--- config.mk ---
export PLATFORM = sky130hd
export DESIGN_NAME = decode_stage
export DESIGN_NICKNAME = d
export VERILOG_FILES = /design/src/rtl/y86_pkg.sv /design/src/rtl/regfile.sv /design/src/rtl/decode_stage.sv
export SDC_FILE = /design/constraint.sdc
export NUM_CORES = 2
export LEC_CHECK = 0
export CORE_MARGIN = 8
export CORE_UTILIZATION = 54
export CTS_CLUSTER_DIAMETER = 60
export DETAILED_ROUTE_END_ITERATION = 8
export HOLD_SLACK_MARGIN = 0.03
export PLACE_DENSITY = 0.79
export SLEW_MARGIN = 20
export SYNTH_ARGS = -nofsm -noshare
export SYNTH_HDL_FRONTEND = slang
export SYNTH_HIERARCHICAL = 1
export SYNTH_SLANG_ARGS = --single-unit
--- constraint.sdc ---
create_clock -name clk -period 30.6 [get_ports clk]
set_clock_uncertainty 0.15 [all_clocks]
set_input_delay 3.06 -clock clk [delete_from_list [all_inputs] [get_ports clk]]
set_output_delay 3.06 -clock clk [all_outputs]
set_load 0.05 [all_outputs]
--- src/rtl/y86_pkg.sv ---
// y86_pkg: shared Y86-64 encodings, status codes and the D pipeline register layout
package y86_pkg;
  localparam logic [3:0] IHALT = 4'h0, INOP = 4'h1, IRRMOVQ = 4'h2, IIRMOVQ = 4'h3;
  localparam logic [3:0] IRMMOVQ = 4'h4, IMRMOVQ = 4'h5, IOPQ = 4'h6, IJXX = 4'h7;
  localparam logic [3:0] ICALL = 4'h8, IRET = 4'h9, IPUSHQ = 4'hA, IPOPQ = 4'hB;
  localparam int NREG = 15;
  localparam logic [3:0] RRSP = 4'h4, RNONE = 4'hF;
  typedef enum logic [1:0] {SAOK = 2'd0, SHLT = 2'd1, SADR = 2'd2, SINS = 2'd3} stat_t;
  typedef struct packed {
    stat_t       stat;
    logic [3:0]  icode;
    logic [3:0]  ifun;
    logic [3:0]  ra;
    logic [3:0]  rb;
    logic [63:0] valc;
    logic [63:0] valp;
  } d_reg_t;
  localparam d_reg_t D_BUBBLE = '{stat: SAOK, icode: INOP, ifun: 4'h0, ra: RNONE, rb: RNONE, valc: 64'd0, valp: 64'd0};
endpackage

--- src/rtl/regfile.sv ---
// regfile: 15x64 register file, two write ports (M wins on collision), two bypassed read ports
module regfile
  import y86_pkg::*;
#(
  parameter logic [63:0] RSP_INIT = 64'd0
) (
  input  logic        clk,
  input  logic        rst,
  input  logic [3:0]  w_dste,
  input  logic [63:0] w_vale,
  input  logic [3:0]  w_dstm,
  input  logic [63:0] w_valm,
  input  logic [3:0]  src_a,
  input  logic [3:0]  src_b,
  output logic [63:0] val_a,
  output logic [63:0] val_b
);
  logic [63:0] regs_q [NREG];
  logic [63:0] regs_d [NREG];
  always_comb begin
    regs_d = regs_q;
    if (w_dste != RNONE) regs_d[w_dste] = w_vale;
    if (w_dstm != RNONE) regs_d[w_dstm] = w_valm;
  end
  always_ff @(posedge clk or posedge rst) begin
    if (rst) begin
      for (int i = 0; i < NREG; i++) regs_q[i] <= (i == int'(RRSP)) ? RSP_INIT : 64'd0;
    end else begin
      regs_q <= regs_d;
    end
  end
  // Writeback data in flight this cycle is forwarded so decode sees it without waiting an edge
  assign val_a = (src_a == RNONE) ? 64'd0 : (src_a == w_dstm) ? w_valm :
                 (src_a == w_dste) ? w_vale : regs_q[src_a];
  assign val_b = (src_b == RNONE) ? 64'd0 : (src_b == w_dstm) ? w_valm :
                 (src_b == w_dste) ? w_vale : regs_q[src_b];
endmodule

--- src/rtl/decode_stage.sv ---
// decode_stage: F-to-D pipeline register, register file and operand/destination selection
module decode_stage
  import y86_pkg::*;
#(
  parameter logic [63:0] RSP_INIT = 64'd0
) (
  input  logic        clk,
  input  logic        rst,
  input  logic [3:0]  f_icode,
  input  logic [3:0]  f_ifun,
  input  logic [3:0]  f_rA,
  input  logic [3:0]  f_rB,
  input  logic [63:0] f_valC,
  input  logic [63:0] f_valP,
  input  logic        f_imem_error,
  input  logic        f_func_error,
  input  logic        D_stall,
  input  logic        D_bubble,
  input  logic [3:0]  W_dstE,
  input  logic [63:0] W_valE,
  input  logic [3:0]  W_dstM,
  input  logic [63:0] W_valM,
  output logic [1:0]  D_stat,
  output logic [3:0]  D_icode,
  output logic [3:0]  D_ifun,
  output logic [63:0] D_valC,
  output logic [3:0]  d_srcA,
  output logic [3:0]  d_srcB,
  output logic [3:0]  d_dstE,
  output logic [3:0]  d_dstM,
  output logic [63:0] d_valA,
  output logic [63:0] d_valB
);
  d_reg_t d_q, d_d, f_reg;
  logic [63:0] rf_a, rf_b;
  // A bad fetch address carries no usable instruction, so it enters as a nop with ADR status
  always_comb begin
    f_reg = '{stat: f_imem_error ? SADR : f_func_error ? SINS : (f_icode == IHALT) ? SHLT : SAOK,
              icode: f_imem_error ? INOP : f_icode,
              ifun: f_imem_error ? 4'h0 : f_ifun,
              ra: f_imem_error ? RNONE : f_rA,
              rb: f_imem_error ? RNONE : f_rB,
              valc: f_valC,
              valp: f_valP};
    d_d = D_stall ? d_q : D_bubble ? D_BUBBLE : f_reg;
  end
  always_ff @(posedge clk or posedge rst) begin
    if (rst) d_q <= D_BUBBLE;
    else     d_q <= d_d;
  end
  assign D_stat  = d_q.stat;
  assign D_icode = d_q.icode;
  assign D_ifun  = d_q.ifun;
  assign D_valC  = d_q.valc;
  always_comb begin
    d_srcA = (d_q.icode inside {IRRMOVQ, IRMMOVQ, IOPQ, IPUSHQ}) ? d_q.ra :
             (d_q.icode inside {IRET, IPOPQ}) ? RRSP : RNONE;
    d_srcB = (d_q.icode inside {IRMMOVQ, IMRMOVQ, IOPQ}) ? d_q.rb :
             (d_q.icode inside {ICALL, IRET, IPUSHQ, IPOPQ}) ? RRSP : RNONE;
    d_dstE = (d_q.icode inside {IRRMOVQ, IIRMOVQ, IOPQ}) ? d_q.rb :
             (d_q.icode inside {ICALL, IRET, IPUSHQ, IPOPQ}) ? RRSP : RNONE;
    d_dstM = (d_q.icode inside {IMRMOVQ, IPOPQ}) ? d_q.ra : RNONE;
    d_valA = (d_q.icode inside {IJXX, ICALL}) ? d_q.valp : rf_a;
    d_valB = rf_b;
  end
  regfile #(.RSP_INIT(RSP_INIT)) u_regfile (
    .clk(clk), .rst(rst),
    .w_dste(W_dstE), .w_vale(W_valE), .w_dstm(W_dstM), .w_valm(W_valM),
    .src_a(d_srcA), .src_b(d_srcB), .val_a(rf_a), .val_b(rf_b)
  );
endmodule

==> run metrics <==
status=finished, violations left; failing checks=design-rule violations; Routed Antenna Nets=0; htree depth=4; Async SR Flop Fraction=100%; fmax=0.0838 GHz; CTS Hold Bufs=0; Vias/cell=7.18; Synth Area in Compound Gates=17.6%; initial core utilization=54.5%; Final nets=approximately 7.3k; row cnt=131; CTS root buf=clkbuf_16; Peak VDD IR=70.2 uV; initial antenna violation count=24; Yosys warning total=6; Post-synth top flop=dfrtp_1; total wire length=278 mm; XOR/XNOR Fraction of Synth Area=0.213%; Final Non-Filler Cells=8761; worst-case clock buffer depth=3; RSZ-0062 raised after global routing=false; sw frac=32.6%; Die X=~370 um; Simple-Gate Fraction of Synth Area=approximately 8.4%; Slew headroom=9.03%; Max-Cap Viols=0; Clock Pin Slew Worst Setup and Hold Paths=0.06 ns; arrival time worst endpoint=8.73 ns; clock sinks=1106; first-pass GRT wire length=403 mm; hold crit path type=reg -> reg; GP Congestion=0.933; Wirelength per Cell=31.7 um; share of cells above drive strength 1=8.53%; I/O Pins=504; post-synthesis mux area share=26.9%; Setup violations, final=0; Seq/Total Area, Yosys=39.9%; Die Ht=roughly 370 um; clock group share of total power=between 30% and 40%; Netlist cell types=55; vias in the first global route=61.6k; initial drt markers=10.4k; Mapped Area=69400 um^2; commonest non-fill, non-tap cells in the layout=mux2i_1 (1481), dfrtp_1 (1097), o21ai_0 (742), nand2_1 (730), clkdlybuf4s50_1 (502); TritonCTS clock tree=done; P_leak=about 0.037 uW; combinational share of power=24.1%; core footprint=128000 um^2; die area=140000 um^2; Final min period=11.94 ns; Mapped Avg Cell Area=9.68 um^2; NetSw=1550 uW; Layout area overhead=11.8%; Power Density=61.4 nW/um^2; adder-cell share of the synthesized area=0%; Post-CTS Repair Setup Buffers=0; grt ovf=0; Seq pwr share=42.0%; Placed Cells incl. Taps=about 8.5k; Post-synth EDFFs=0; CTS buffer count=130; Worst setup SP type=primary input; largest family of logic cells by synthesized area=multiplexers; setup TNS=0 ns; Clk Latency, worst-skew pair=0.77 ns; I/O Buffers=503; 1st-pass router iterations=9; CP Data Required Time=approximately 27 ns; final hold violation count=0; post-synthesis register bit count=between 1k and 1.5k; Crit. End Element=output pin; Tot GR Track Use=37.6%; via count=62.9k; syn nets=roughly 7.5k; largest net degree at the start of global routing=roughly 170; CTS resizes=0; hpwl dp=161 mm; DRC=6; commonest non-fill, non-tap cell in the layout=mux2i_1; actual slew at the worst max-slew pin=around 1.4 ns; top fanout value on the critical path=31; Final Cycle Share=39.0%; crit path kind=in -> out; Slew Viols, Final=0; Post-Syn Instances=7171; internal power=3210 uW
[metal layers]
| layer | wire [um] | track usage, % | share of wire [%] | up-vias |
|---|---|---|---|---|
| li1 | - | - | - | 25600 |
| met1 | 97700 | 46.7 | 35 | 30200 |
| met2 | 115000 | 54.2 | 42 | 5673 |
| met3 | 43800 | 15.7 | 16 | 1426 |
| met5 | 161 | 0.103 | 0.058 | - |
| met4 | 20700 | 23.6 | 7.5 | 22 |
[path summary, 6_finish.rpt]
kind / from / endpoint / slack, ns / depth (start not counted)
max: W_dstM[3] / d_valA[41] / 18.66 / 11
min: d_q[129]$_DFFE_PP1N_ / d_q[129]$_DFFE_PP1N_ / 0.34 / 2
max reg2reg: D_icode[0]$_DFFE_PP1N_ / D_icode[0]$_DFFE_PP1N_ / 29.43 / 2
min reg2reg: d_q[129]$_DFFE_PP1N_ / d_q[129]$_DFFE_PP1N_ / 0.34 / 2
max in group asynchronous: rst / u_regfile/regs_q[233]$_DFF_PP0_ / 24.19 / 5
min in group asynchronous: rst / u_regfile/regs_q[58]$_DFF_PP0_ / 2.83 / 2
[kinds of logic after synthesis]
kind of cell	after synthesis
xor+xnor	16
compound gates	2008
mux	1673
flops	1106
buf+inv	966
simple gates	1402
[cells in the mapped netlist, types with 96 or more instances]
cell      count  area [um^2]
mux4_2      128         2880
dfrtp_1    1097        27500
a21oi_1     384         1920
nor2_1      482         1810
clkbuf_1    407         1530
o22ai_1     128          801
a22o_1      135         1180
o21ai_1      96          480
o221ai_1    128         1120
a211oi_1    129          968
buf_2       245         1230
a221oi_1    128         1120
mux2i_1    1481        14800
nand2_1     736         2760
a31oi_1     128          801
buf_4       154         1160
o21ai_0     742         3710
[per-stage QoR]
stage	hold WS, ns	setup WS (ns)	total power [uW]	instance area (um^2)	util [%]
2_1_floorplan	0.300	0.388	2770	69400	-
3_3_place_gp	0.316	19.13	3060	73200	57.4
3_5_place_dp	0.327	19.04	3120	73200	57.4
4_1_cts	0.338	19.01	4720	77500	60.8
5_1_grt	0.357	18.75	4920	77600	60.8
6_report	0.341	18.66	4770	77600	60.8
[state kept, by name, summed over array words and instances, names as in the netlist]
| register | flops |
|---|---|
| D_stat | 2 |
| D_valC | 64 |
| u_regfile/regs_q | 960 |
| D_ifun | 4 |
| D_icode | 4 |
| d_q | 72 |
[worst max-delay path, stage by stage]
cell	delay, ns
clkdlybuf4s50_1	0.76
xnor2_1	0.13
nand4_1	0.77
buf_4	0.64
inv_1	0.16
nor2_4	0.55
buf_4	0.64
buf_4	0.44
a31oi_1	0.27
mux2_2	0.34
clkdlybuf4s50_1	0.86
[power by group through the flow]
stage	registers [uW]	logic [uW]	clock network, uW
2_1_floorplan	1940	826	0
3_3_place_gp	1980	1070	0
3_5_place_dp	2010	1110	0
4_1_cts	1990	1110	1620
5_1_grt	2030	1220	1670
6_report	2000	1150	1620
[area by class of cell]
| class | count | area, um^2 |
|---|---|---|
| flip-flops and latches | 1106 | 27700 |
| clock inverters | 32 | 424 |
| fillers | 10200 | 49900 |
| multi-input cells | 5099 | 37200 |
| diodes | 15 | 37.5 |
| repair buffers | 638 | 6150 |
| well taps | 1662 | 2080 |
| clock buffers | 192 | 3940 |
| inverters | 17 | 77.6 |
No activity file was read; power rests on OpenSTA's default activity.
